### src/rtl/fir_ctrl_pkg.sv
// Shared types and constants for the FIR frame sequencer.
package fir_ctrl_pkg;

  localparam int FIR_DW = 32;

  localparam logic [1:0] FIR_OP_NOP  = 2'b00;
  localparam logic [1:0] FIR_OP_LOAD = 2'b01;
  localparam logic [1:0] FIR_OP_RUN  = 2'b10;
  localparam logic [1:0] FIR_OP_READ = 2'b11;

  typedef enum logic [2:0] {
    IDLE  = 3'd0,
    CLEAR = 3'd1,
    LOAD  = 3'd2,
    RUN   = 3'd3,
    READ  = 3'd4
  } fir_ctrl_state_t;

endpackage

### src/rtl/fir_out_fifo.sv
// Two-entry output FIFO for FIR results. A push into a full FIFO is
// accepted only when a pop frees a slot in the same cycle; a pop of an
// empty FIFO is ignored. head shows the oldest entry.
module fir_out_fifo
  import fir_ctrl_pkg::*;
(
  input  logic              clk,
  input  logic              reset,
  input  logic              push,
  input  logic [FIR_DW-1:0] push_data,
  input  logic              pop,
  output logic [1:0]        count,
  output logic [FIR_DW-1:0] head
);

  logic [FIR_DW-1:0] mem_q [2];
  logic [FIR_DW-1:0] mem_d [2];
  logic              wr_ptr_q, wr_ptr_d;
  logic              rd_ptr_q, rd_ptr_d;
  logic [1:0]        count_q, count_d;
  logic              do_push, do_pop;

  // Next-state for storage, pointers and occupancy.
  always_comb begin
    do_pop   = pop && (count_q != 2'd0);
    do_push  = push && ((count_q != 2'd2) || do_pop);
    mem_d    = mem_q;
    wr_ptr_d = wr_ptr_q;
    rd_ptr_d = rd_ptr_q;
    if (do_push) begin
      mem_d[wr_ptr_q] = push_data;
      wr_ptr_d        = ~wr_ptr_q;
    end
    if (do_pop) begin
      rd_ptr_d = ~rd_ptr_q;
    end
    count_d = count_q + {1'b0, do_push} - {1'b0, do_pop};
  end

  // Register FIFO state; reset empties it and zeroes the head.
  always_ff @(posedge clk) begin
    if (reset) begin
      mem_q[0] <= '0;
      mem_q[1] <= '0;
      wr_ptr_q <= 1'b0;
      rd_ptr_q <= 1'b0;
      count_q  <= 2'd0;
    end else begin
      mem_q    <= mem_d;
      wr_ptr_q <= wr_ptr_d;
      rd_ptr_q <= rd_ptr_d;
      count_q  <= count_d;
    end
  end

  assign count = count_q;
  assign head  = mem_q[rd_ptr_q];

endmodule

### src/rtl/fir_frame_ctrl.sv
// Frame sequencer for the FIR core: clear, load a frame of samples,
// run until the core reports done (or time out), then read results
// out through a 2-entry FIFO onto the output stream.
//
// Streams: a transfer happens on a rising edge where valid and ready
// are both high; a source holds valid/data until that edge.
module fir_frame_ctrl
  import fir_ctrl_pkg::*;
#(
  parameter int SIGNAL_LEN  = 1000,
  parameter int RUN_TIMEOUT = 500000
) (
  input  logic        clk,
  input  logic        reset,
  input  logic        start,
  output logic        busy,
  output logic        frame_done,
  output logic        error,
  input  logic        in_valid,
  input  logic [31:0] in_data,
  output logic        in_ready,
  output logic        out_valid,
  output logic [31:0] out_data,
  input  logic        out_ready,
  output logic        fir_reset,
  output logic [31:0] fir_addr,
  output logic [31:0] fir_x,
  output logic [1:0]  fir_op,
  input  logic [31:0] fir_y,
  input  logic        fir_done,
  output logic [2:0]  state_dbg
);

  localparam logic [31:0] LEN_W        = 32'(SIGNAL_LEN);
  localparam logic [31:0] LAST_IDX     = 32'(SIGNAL_LEN - 1);
  localparam logic [31:0] TIMEOUT_LAST = 32'(RUN_TIMEOUT - 1);

  fir_ctrl_state_t state_q, state_d;
  logic [31:0]     wr_cnt_q, wr_cnt_d;
  logic [31:0]     rd_cnt_q, rd_cnt_d;
  logic [31:0]     pop_cnt_q, pop_cnt_d;
  logic [31:0]     run_cnt_q, run_cnt_d;
  logic            pending_q, pending_d;
  logic            frame_done_q, frame_done_d;
  logic            error_q, error_d;

  logic [1:0]      fifo_count;
  logic [31:0]     fifo_head;
  logic            in_fire;
  logic            out_pop;
  logic [2:0]      slots_used;
  logic            rd_issue;

  // Handshakes and read-issue gating. A pop in this cycle already
  // counts as a freed slot, which keeps one result per cycle flowing.
  always_comb begin
    in_fire    = in_valid && (state_q == LOAD);
    out_pop    = out_valid && out_ready;
    slots_used = {1'b0, fifo_count} + {2'b0, pending_q} - {2'b0, out_pop};
    rd_issue   = (state_q == READ) && (rd_cnt_q < LEN_W) && (slots_used < 3'd2);
  end

  // FIR core control pins, decoded from the current state.
  always_comb begin
    fir_op   = FIR_OP_NOP;
    fir_addr = '0;
    fir_x    = '0;
    case (state_q)
      LOAD: begin
        if (in_valid) begin
          fir_op   = FIR_OP_LOAD;
          fir_addr = wr_cnt_q;
          fir_x    = in_data;
        end
      end
      RUN: begin
        fir_op = FIR_OP_RUN;
      end
      READ: begin
        if (rd_issue) begin
          fir_op   = FIR_OP_READ;
          fir_addr = rd_cnt_q;
        end
      end
      default: begin
        fir_op = FIR_OP_NOP;
      end
    endcase
  end

  // Next-state, counters and pulse outputs of the frame FSM.
  always_comb begin
    state_d      = state_q;
    wr_cnt_d     = wr_cnt_q;
    rd_cnt_d     = rd_cnt_q;
    pop_cnt_d    = pop_cnt_q;
    run_cnt_d    = run_cnt_q;
    pending_d    = rd_issue;
    frame_done_d = 1'b0;
    error_d      = 1'b0;
    case (state_q)
      IDLE: begin
        if (start) begin
          state_d   = CLEAR;
          wr_cnt_d  = '0;
          rd_cnt_d  = '0;
          pop_cnt_d = '0;
          run_cnt_d = '0;
        end
      end
      CLEAR: begin
        state_d = LOAD;
      end
      LOAD: begin
        if (in_fire) begin
          wr_cnt_d = wr_cnt_q + 32'd1;
          if (wr_cnt_q == LAST_IDX) begin
            state_d = RUN;
          end
        end
      end
      RUN: begin
        run_cnt_d = run_cnt_q + 32'd1;
        // done wins over a coincident timeout
        if (fir_done) begin
          state_d = READ;
        end else if (run_cnt_q == TIMEOUT_LAST) begin
          error_d = 1'b1;
          state_d = IDLE;
        end
      end
      READ: begin
        if (rd_issue) begin
          rd_cnt_d = rd_cnt_q + 32'd1;
        end
        if (out_pop) begin
          pop_cnt_d = pop_cnt_q + 32'd1;
          if (pop_cnt_q == LAST_IDX) begin
            frame_done_d = 1'b1;
            state_d      = IDLE;
          end
        end
      end
      default: begin
        state_d = IDLE;
      end
    endcase
  end

  // Frame FSM state, counters and registered pulses.
  always_ff @(posedge clk) begin
    if (reset) begin
      state_q      <= IDLE;
      wr_cnt_q     <= '0;
      rd_cnt_q     <= '0;
      pop_cnt_q    <= '0;
      run_cnt_q    <= '0;
      pending_q    <= 1'b0;
      frame_done_q <= 1'b0;
      error_q      <= 1'b0;
    end else begin
      state_q      <= state_d;
      wr_cnt_q     <= wr_cnt_d;
      rd_cnt_q     <= rd_cnt_d;
      pop_cnt_q    <= pop_cnt_d;
      run_cnt_q    <= run_cnt_d;
      pending_q    <= pending_d;
      frame_done_q <= frame_done_d;
      error_q      <= error_d;
    end
  end

  // fir_y is valid the cycle after a read issue, which is when pending is set.
  fir_out_fifo u_out_fifo (
    .clk       (clk),
    .reset     (reset),
    .push      (pending_q),
    .push_data (fir_y),
    .pop       (out_pop),
    .count     (fifo_count),
    .head      (fifo_head)
  );

  assign busy       = (state_q != IDLE);
  assign in_ready   = (state_q == LOAD);
  assign out_valid  = (fifo_count != 2'd0);
  assign out_data   = fifo_head;
  assign frame_done = frame_done_q;
  assign error      = error_q;
  assign fir_reset  = reset || (state_q == CLEAR);
  assign state_dbg  = state_q;

endmodule

### config.mk
export PLATFORM = sky130hd
export DESIGN_NAME = fir_frame_ctrl
export DESIGN_NICKNAME = d
export VERILOG_FILES = /design/src/rtl/fir_ctrl_pkg.sv /design/src/rtl/fir_out_fifo.sv /design/src/rtl/fir_frame_ctrl.sv
export SDC_FILE = /design/constraint.sdc
export NUM_CORES = 1
export LEC_CHECK = 0
export CAP_MARGIN = 20
export CORE_MARGIN = 10
export CORE_UTILIZATION = 60
export CTS_BUF_LIST = sky130_fd_sc_hd__clkbuf_4
export CTS_CLUSTER_DIAMETER = 40
export DETAILED_ROUTE_END_ITERATION = 12
export DONT_BUFFER_PORTS = 1
export GPL_TIMING_DRIVEN = 0
export PLACE_DENSITY = 0.77
export SLEW_MARGIN = 40
export SYNTH_ARGS = -nofsm -noshare
export SYNTH_HDL_FRONTEND = slang
export SYNTH_HIERARCHICAL = 1
export SYNTH_SLANG_ARGS = --single-unit
### constraint.sdc
create_clock -name clk -period 4.1 [get_ports clk]
set_clock_uncertainty 0.05 [all_clocks]
set_input_delay 0.82 -clock clk [delete_from_list [all_inputs] [get_ports clk]]
set_output_delay 0.82 -clock clk [all_outputs]
set_load 0.02 [all_outputs]
==> metrics.md <==
| Metric | Value |
|---|---|
| Outcome | `complete, no violations` |
| Worst setup margin | `roughly 140 ps` |
| Fraction of the yosys area taken by sequential cells | `~40%` |
| Worst skew pair latency | `~660 ps` |
| Startpoint Class | `flip-flop` |
| Full die area | `roughly 22,000 sq um` |
| Critical Path RT | `~3200 ps` |
| DR vias | `8,799` |
| Pwr Density | `between 300 and 400 nW/um^2` |
| Final core utilization | `~68%` |
| VDD IR-drop max | `roughly 0.00023 V` |
| Post-Layout Cell Count | `about 1,500` |
| Aggregate global-route resource usage | `approximately 22%` |
| CP Capture Type | `output pin` |
| Num CTS Buffers | `53` |
| Top cells by area, synth | `dfxtp_1 (40%), and2_1 (5.0%), nand2b_1 (4.3%), mux2i_1 (3.9%), mux2_1 (3.6%)` |
| Post-place setup slack | `-503 ps` |
| Cells after synthesis | `roughly 1,200` |
| Core area | `16,500 sq um` |
| Port buffer count | `0` |
| Worst-Margin Slew | `761 ps` |
| CTS tree | `yes` |
| CTS Hold Bufs | `0` |
| Footprint of the multi-input gates | `slightly below 6000 sq um` |
| Final slew viol count | `0` |
| Yosys warns | `6` |
| Final nets | `about 1,300` |
| Placed cells | `around 1,400` |
| Setup CP Type | `flip-flop to output pin` |
| #FFs+latches synth | `202` |
| TNS Setup | `0 ps` |
| Post-synthesis cell area | `10,100 sq um` |
| # fillers | `approximately 1,400` |
| Pwr Total | `just under 4 mW` |
| # rows | `between 40 and 50` |
| RSZ-0062 raised after global routing | `false` |
| Post-detailed-route DRC marker count | `0` |
| Initial antenna violation count | `0` |
| Reg area | `~4100 sq um` |
| Drt first-iter violations | `about 620` |
| GPL Wtd Cong | `0.867` |
| Post-Syn Area per Cell | `8.67 sq um` |
| Count leader, synth | `dfxtp_1` |
| Diodes inserted | `0` |
| Die Ht | `roughly 150 um` |
| Deepest clock path buffer count | `3` |
| Ys async rst share | `0%` |
| EDFF count, synth | `0` |
| Vias in the first global route | `~8,500` |
| Wire length per cell | `about 17 um` |
| Endpoints failing hold | `0` |
| HP Class | `primary input to flip-flop` |
| TritonRoute pass-1 iters | `5` |
| Area Growth Syn to Fin | `11.2%` |
| DIE WIDTH | `roughly 150 um` |
| H-tree levels | `2` |
| Slew headroom | `between 40 and 50%` |
| Max cap viols | `0` |
| Leak | `around 4.2 nW` |
| Synth area leader | `dfxtp_1` |
| Post-synth top cells | `dfxtp_1 (202), nor2_1 (85), and2_1 (80)` |
| Final setup violating endpoints | `0` |
| I/O Pins | `around 180` |
| Detail Placement HPWL | `18,200 um` |
| Net Count, Synth | `~1,200` |
| Antenna-violating nets left | `0` |
| Synth top area share | `40.2%` |
| Clock root cell | `clkbuf_4` |
| First-pass GRT wire length | `~42,000 um` |
| Post-route minimum period | `roughly 4000 ps` |
| CP arrival | `3090 ps` |
| F_max | `roughly 250 MHz` |
| CTS Sinks | `roughly 200` |
| Routed wire length | `around 26,000 um` |
| Via density | `about 5.9` |
| CTS clk-pin slew, worst paths | `around 60 ps` |
| Top FF cell, synth | `dfxtp_1` |
| Initial Util | `between 60% and 70%` |
| GRT overflow | `0` |
| Share of layout cells above drive strength 1 | `12.8%` |
| Tcrit/Tclk final | `96.5%` |
| Largest net degree at the start of global routing | `14` |
| Synth cell types | `61` |
| Worst Path Max Fanout | `5` |
state kept, by name (all words and copies together), names as in the netlist:
register             count
u_out_fifo/mem_q        64
pop_cnt_q               32
rd_cnt_q                32
run_cnt_q               32
wr_cnt_q                32
state_dbg                3
u_out_fifo/count         2
error                    1
frame_done               1
pending_q                1
u_out_fifo/rd_ptr_q      1
u_out_fifo/wr_ptr_q      1
layout make-up:
type	count	area share [%]
multi-input combinational	875	51.5
tap	220	2.46
clock inverter	12	0.436
timing repair buffer	7	0.525
sequential	202	36.2
buffer	72	3.06
clock buffer	80	5.36
inverter	13	0.436
placed cells by master (no fill, tap or decap), drive strengths merged, types with 20 or more instances in the layout:
| cell type | synthesis | layout |
|---|---|---|
| nand2b | 70 | 70 |
| and2 | 80 | 80 |
| nand4 | 43 | 43 |
| or4 | 20 | 20 |
| o21ai | 83 | 83 |
| nor2 | 85 | 85 |
| mux2 | 40 | 40 |
| a21oi | 41 | 41 |
| dfxtp | 202 | 202 |
| nor2b | 36 | 36 |
| nand3 | 48 | 48 |
| xor2 | 31 | 31 |
| or3 | 22 | 22 |
| nand2 | 65 | 65 |
| nor4 | 36 | 36 |
| mux2i | 39 | 39 |
| buf | 23 | 29 |
| clkbuf | 49 | 130 |
per-layer routing:
metal,up-vias,share of wire [%],track usage [%]
met5,-,0,0
li1,4295,-,-
met1,4143,43,26.9
met4,0,1.8,7.65
met3,46,10,8.42
met2,315,45,35.4
what timing repair did:
item / CTS / global route
gates cloned: 1 / 0
gates resized for setup: 35 / 2
setup endpoints to repair: 12 / 12
pin swaps: 4 / 2
buffers inserted: 4 / 2
through the flow:
stage	hold WS (ps)	instance area (sq um)
after floorplan	390	10100
after CTS	254	11200
after global placement	406	10300
after detailed placement	412	10400
after global routing	274	11200
final	287	11200
logic make-up (layout without fill, tap and decap cells):
group | after synthesis | count (layout) | synth area share (%)
fa+ha+maj | 7 | 7 | 0.944
xor+xnor | 43 | 43 | 3.74
mux | 79 | 79 | 8.35
flops | 202 | 202 | 40.2
buf+inv | 85 | 184 | 3.79
simple gates | 573 | 573 | 32.9
compound gates | 173 | 173 | 10.1
critical path, stage by stage, from the launching register on:
cell and delay [ps]:
dfxtp_4 350, buf_4 140, nor2_4 120, o21ai_1 100, fa_1 510, nor4b_2 190, nand4_1 160, buf_4 180
nor4_4 280, clkbuf_8 240, a22o_4 170
power by group:
part	internal, mW	switching (mW)	total [mW]
Clock	0.885	0.813	1.70
Sequential	1.97	0.00950	1.98
Combinational	0.0587	0.166	0.225
path summary, 6_finish.rpt:
| path | to | slack [ps] | start | cells after the start |
|---|---|---|---|---|
| setup / recovery | fir_addr[0] | 140 | u_out_fifo/count[0] | 10 |
| hold / removal | u_out_fifo/mem_q[60] | 290 | fir_y[28] | 2 |
| setup reg to reg | rd_cnt_q[7] | 1170 | u_out_fifo/count[0] | 9 |
| hold reg to reg | u_out_fifo/mem_q[30] | 430 | u_out_fifo/mem_q[30] | 2 |
Note: power is estimated with default switching activity, not from simulation.
==> RTL edit 1 (same settings) <==
Compare `wr_cnt_q` against `LAST_IDX` with >= in place of ==.
--- a/src/rtl/fir_frame_ctrl.sv
+++ b/src/rtl/fir_frame_ctrl.sv
@@ -115,5 +115,5 @@
         if (in_fire) begin
           wr_cnt_d = wr_cnt_q + 32'd1;
-          if (wr_cnt_q == LAST_IDX) begin
+          if (wr_cnt_q >= LAST_IDX) begin
             state_d = RUN;
           end
Formal check against the unedited RTL: no difference found for any inputs over 10 cycles, from zero or initial values and one cycle with reset high; that may be too few to reach the edited logic, so the function may still have changed.
==> RTL edit 1 against the original RTL <==
- worst setup slack worse by 0.24 ns
- cell count down 0.88%
- final area is 0.28% lower
- highest routed layer unchanged
- die area fell by 1.5%
- the run now ends with setup timing left
- synthesized cell count is 1.1% lower
- wire length up 3.3%
- synthesized area is 1.7% lower
- sequential cell count unchanged
Power is not compared: it rests on default switching activity, and its combinational part moved more than twofold at a synthesized area within 25%.
==> RTL edit 1: results <==
set metrics [dict create \
    final_nets 1294 \
    grt_pass1_wl_um 42600 \
    ctsResizeCount 46 \
    synthXorXnorAreaFrac_pct 3.18 \
    wl_met3_um 2490 \
    power_w 0.00443 \
    ys_top_cells_by_count "dfxtp_1, nor2_1, and2_1, nand2b_1, nand2_1" \
    wl_met1_um 10800 \
    grt_max_degree 15 \
    status "complete, but fails checks" \
    drive_gt1_share_pct 12.7 \
    yosysWarnings 6 \
    grt_pass1_vias 8434 \
    fill_cells 1278 \
    min-delay-start "fir_done" \
    wl_per_cell_um 18.1 \
    seq_area_frac_synth_pct 40.8 \
    fin_ws_ns -0.0945 \
    cts_buffers 53 \
    gp_congestion 0.866 \
    synth_nets 1227 \
    setup_viol 12 \
    wl_met2_um 12900 \
    synthCells 1149 \
    failed_checks "setup timing" \
    setup_tns_ns -0.532 \
    antenna_found_initial 1 \
    ys_top_cells_by_area "dfxtp_1, and2_1, nand2b_1" \
    gr-usage-met3_pct 7.01 \
    synth_cell_types 58 \
    cts_setup_buffers 10 \
    drtIter0Drc 570 \
    synth_fa_ha_area_share_pct 1.09 \
    seq_power_w 0.00202 \
    top_layer_used "met4" \
    synth_compound_area_share_pct 11.5 \
    track_usage_pct 23.1 \
    avgViaCountPerCell 5.94 \
    max_slew_margin_pct 47.3 \
    cp.required_ns 3.23 \
    place_worst_setup_slack_ns -1.02 \
    fin_cells 1468 \
    hpwlAfterDp_um 19000 \
    dr.pass1.iters 6 \
    dp.cells 1365 \
    pwr.group.combinational_w 0.000660 \
    clockBufferDepth 3 \
    path_delay_family "simple AND/OR/NAND/NOR gates" \
    r2r-start "u_out_fifo/count[0]" \
    grtUsageMet1_pct 27.0 \
    use_met2_pct 39.6 \
    placed_cell_area_um2 10200 \
    max_stage_delay_ns 0.55 \
    critPathMaxFanout 3 \
    synth_mux_area_share_pct 8.19 \
    largest_reg_flops 64 \
]
==> RTL edit 1: changes by cell type after synthesis, moves of 5 or more <==
cell | unedited run | this run
o31ai_1 | 14 | 8
or4_1 | 19 | 12
nor4_1 | 32 | 26
nor3_1 | 16 | 23
inv_1 | 13 | 20
clkbuf_1 | 49 | 56
xnor2_1 | 12 | 28
a31o_2 | 1 | 11
nand4_1 | 41 | 31
buf_2 | 11 | 6
xor2_1 | 31 | 8
==> RTL edit 1: path summary, 6_finish.rpt <==
kind	endpoint	slack, ns	cells past startpoint
worst max-delay path	fir_addr[2]	-0.09	9
worst min-delay path	error	0.18	1
worst max register to register	rd_cnt_q[9]	0.35	13
worst min register to register	rd_cnt_q[23]	0.41	1
==> RTL edit 1: final cells by class <==
type	instances	area (µm²)	area share [%]
multi-input combinational	854	5650	50.6
sequential	202	4050	36.3
clock buffer	73	548	4.91
buffer	72	318	2.85
tap	216	270	2.42
timing repair buffer	13	130	1.17
clock inverter	17	118	1.05
inverter	20	77.6	0.695
antenna	1	2.50	0.0224
==> RTL edit 2 (same settings) <==
Without the edit above. Set the parameter `SIGNAL_LEN` to 750 (it was 1000).
--- a/src/rtl/fir_frame_ctrl.sv
+++ b/src/rtl/fir_frame_ctrl.sv
@@ -8,5 +8,5 @@
   import fir_ctrl_pkg::*;
 #(
-  parameter int SIGNAL_LEN  = 1000,
+  parameter int SIGNAL_LEN  = 750,
   parameter int RUN_TIMEOUT = 500000
 ) (
Formal check against the unedited RTL: no difference found for any inputs over 10 cycles, from zero or initial values and one cycle with reset high; that may be too few to reach the edited logic, so the function may still have changed.
==> RTL edit 2 against the original RTL <==
- fmax down 1.6%
- register-to-register slack worse by 0.21 ns
- sequential cell count unchanged
- count of clock-buffer cells in the layout up 1
- combinational power down 12%
- total power down 0.68%
- synthesized area down 0.48%
- worst setup slack worse by 0.062 ns
- wire length up 7.5%
- final area about the same
- via count up 3.0%
- die area down 0.42%
- largest cell class unchanged
==> RTL edit 2: results <==
set metrics [dict create \
    hold_slack_ns 0.202 \
    p_comb_share_pct 5.1 \
    r2r_cells 10 \
    wl_um 27700 \
    reg2reg_to "rd_cnt_q[8]" \
    gp_congestion 0.970 \
    synth_cell_types 59 \
    grt_pass1_vias 8493 \
    switching_power_w 0.000966 \
    peakVddDrop_mv 0.263 \
    vias 9062 \
    max_slew_margin_pct 46.9 \
    synthCells 1170 \
    p_leak_nw 4.18 \
    grt_pass1_wl_um 43700 \
    placed_cell_area_um2 10300 \
    cp_slowest_cell "clkbuf_1" \
    final_nets 1311 \
    drive_gt1_share_pct 11.6 \
    hpwlAfterDp_um 19900 \
    critical_path_arrival_ns 3.15 \
    place_worst_setup_slack_ns -0.527 \
    min-delay-start "fir_done" \
    antenna_found_initial 1 \
    dp.cells 1391 \
    fin_cells 1492 \
    critPathMaxFanout 10 \
    drtIter0Drc 572 \
    clkPwrFrac_pct 44.0 \
    status "finished clean" \
    synth_nets 1249 \
    ys_top_cells_by_count "dfxtp_1, nor2_1, nand2b_1, nand2_1, and2_1" \
    hold_depth 1 \
]
## RTL edit 2: cell count changes after synthesis, moves of 6 or more
cell / delta
buf_2: -6
and3_1: +20
and2_1: -24
o41ai_1: +6
o21ai_0: +6
xor2_1: -6
inv_1: +12
## RTL edit 2: final cells by class
cell class                 count  area (µm²)
buffer                        68         310
timing repair buffer           8        57.6
clock buffer                  81         608
multi-input combinational    874        5740
antenna                        1        2.50
fill                        1366        5280
tap                          220         275
clock inverter                13        48.8
sequential                   202        4050
inverter                      25        93.8
## RTL edit 2: routing by layer
metal	part of all wire, %	up-vias	wire length [µm]	global-route usage (%)
li1	-	4363	-	-
met1	44	4312	12100	30.8
met2	46	341	12800	37.3
met3	8.4	46	2320	5.86
met4	1.9	0	518	7.85
met5	0	-	0	0
## RTL edit 2: worst max-delay path by stage
stage	from	to	slack [ns]	cells past startpoint
2_1_floorplan	out_ready	fir_addr[0]	0.06	10
3_3_place_gp	out_ready	fir_addr[0]	-0.46	10
3_5_place_dp	out_ready	fir_addr[8]	-0.53	10
4_1_cts	state_dbg[2]	fir_addr[10]	0.004	6
5_1_grt	u_out_fifo/count[1]	fir_addr[3]	-0.09	9
6_report	state_dbg[2]	fir_addr[30]	0.08	6
## RTL edit 2: kinds of logic (layout without fill, tap and decap cells)
group,after synthesis,after routing,share of synthesized area [%]
AOI/OAI and AO/OA,197,197,11.8
xor gates and xnor gates,38,38,3.32
and+or+nand+nor,559,559,31.8
muxes,71,71,7.53
buffers and inverters,94,195,3.96
other,0,1,0
DFF,202,202,40.3
adders and majority gates,9,9,1.20
## RTL edit 2: repair_timing
action,in CTS,in global routing
pin swaps,3,4
cloned,0,0
hold buffers,0,0
endpoints found under the setup margin,24,23
buffers inserted,3,4
resized for setup,33,7
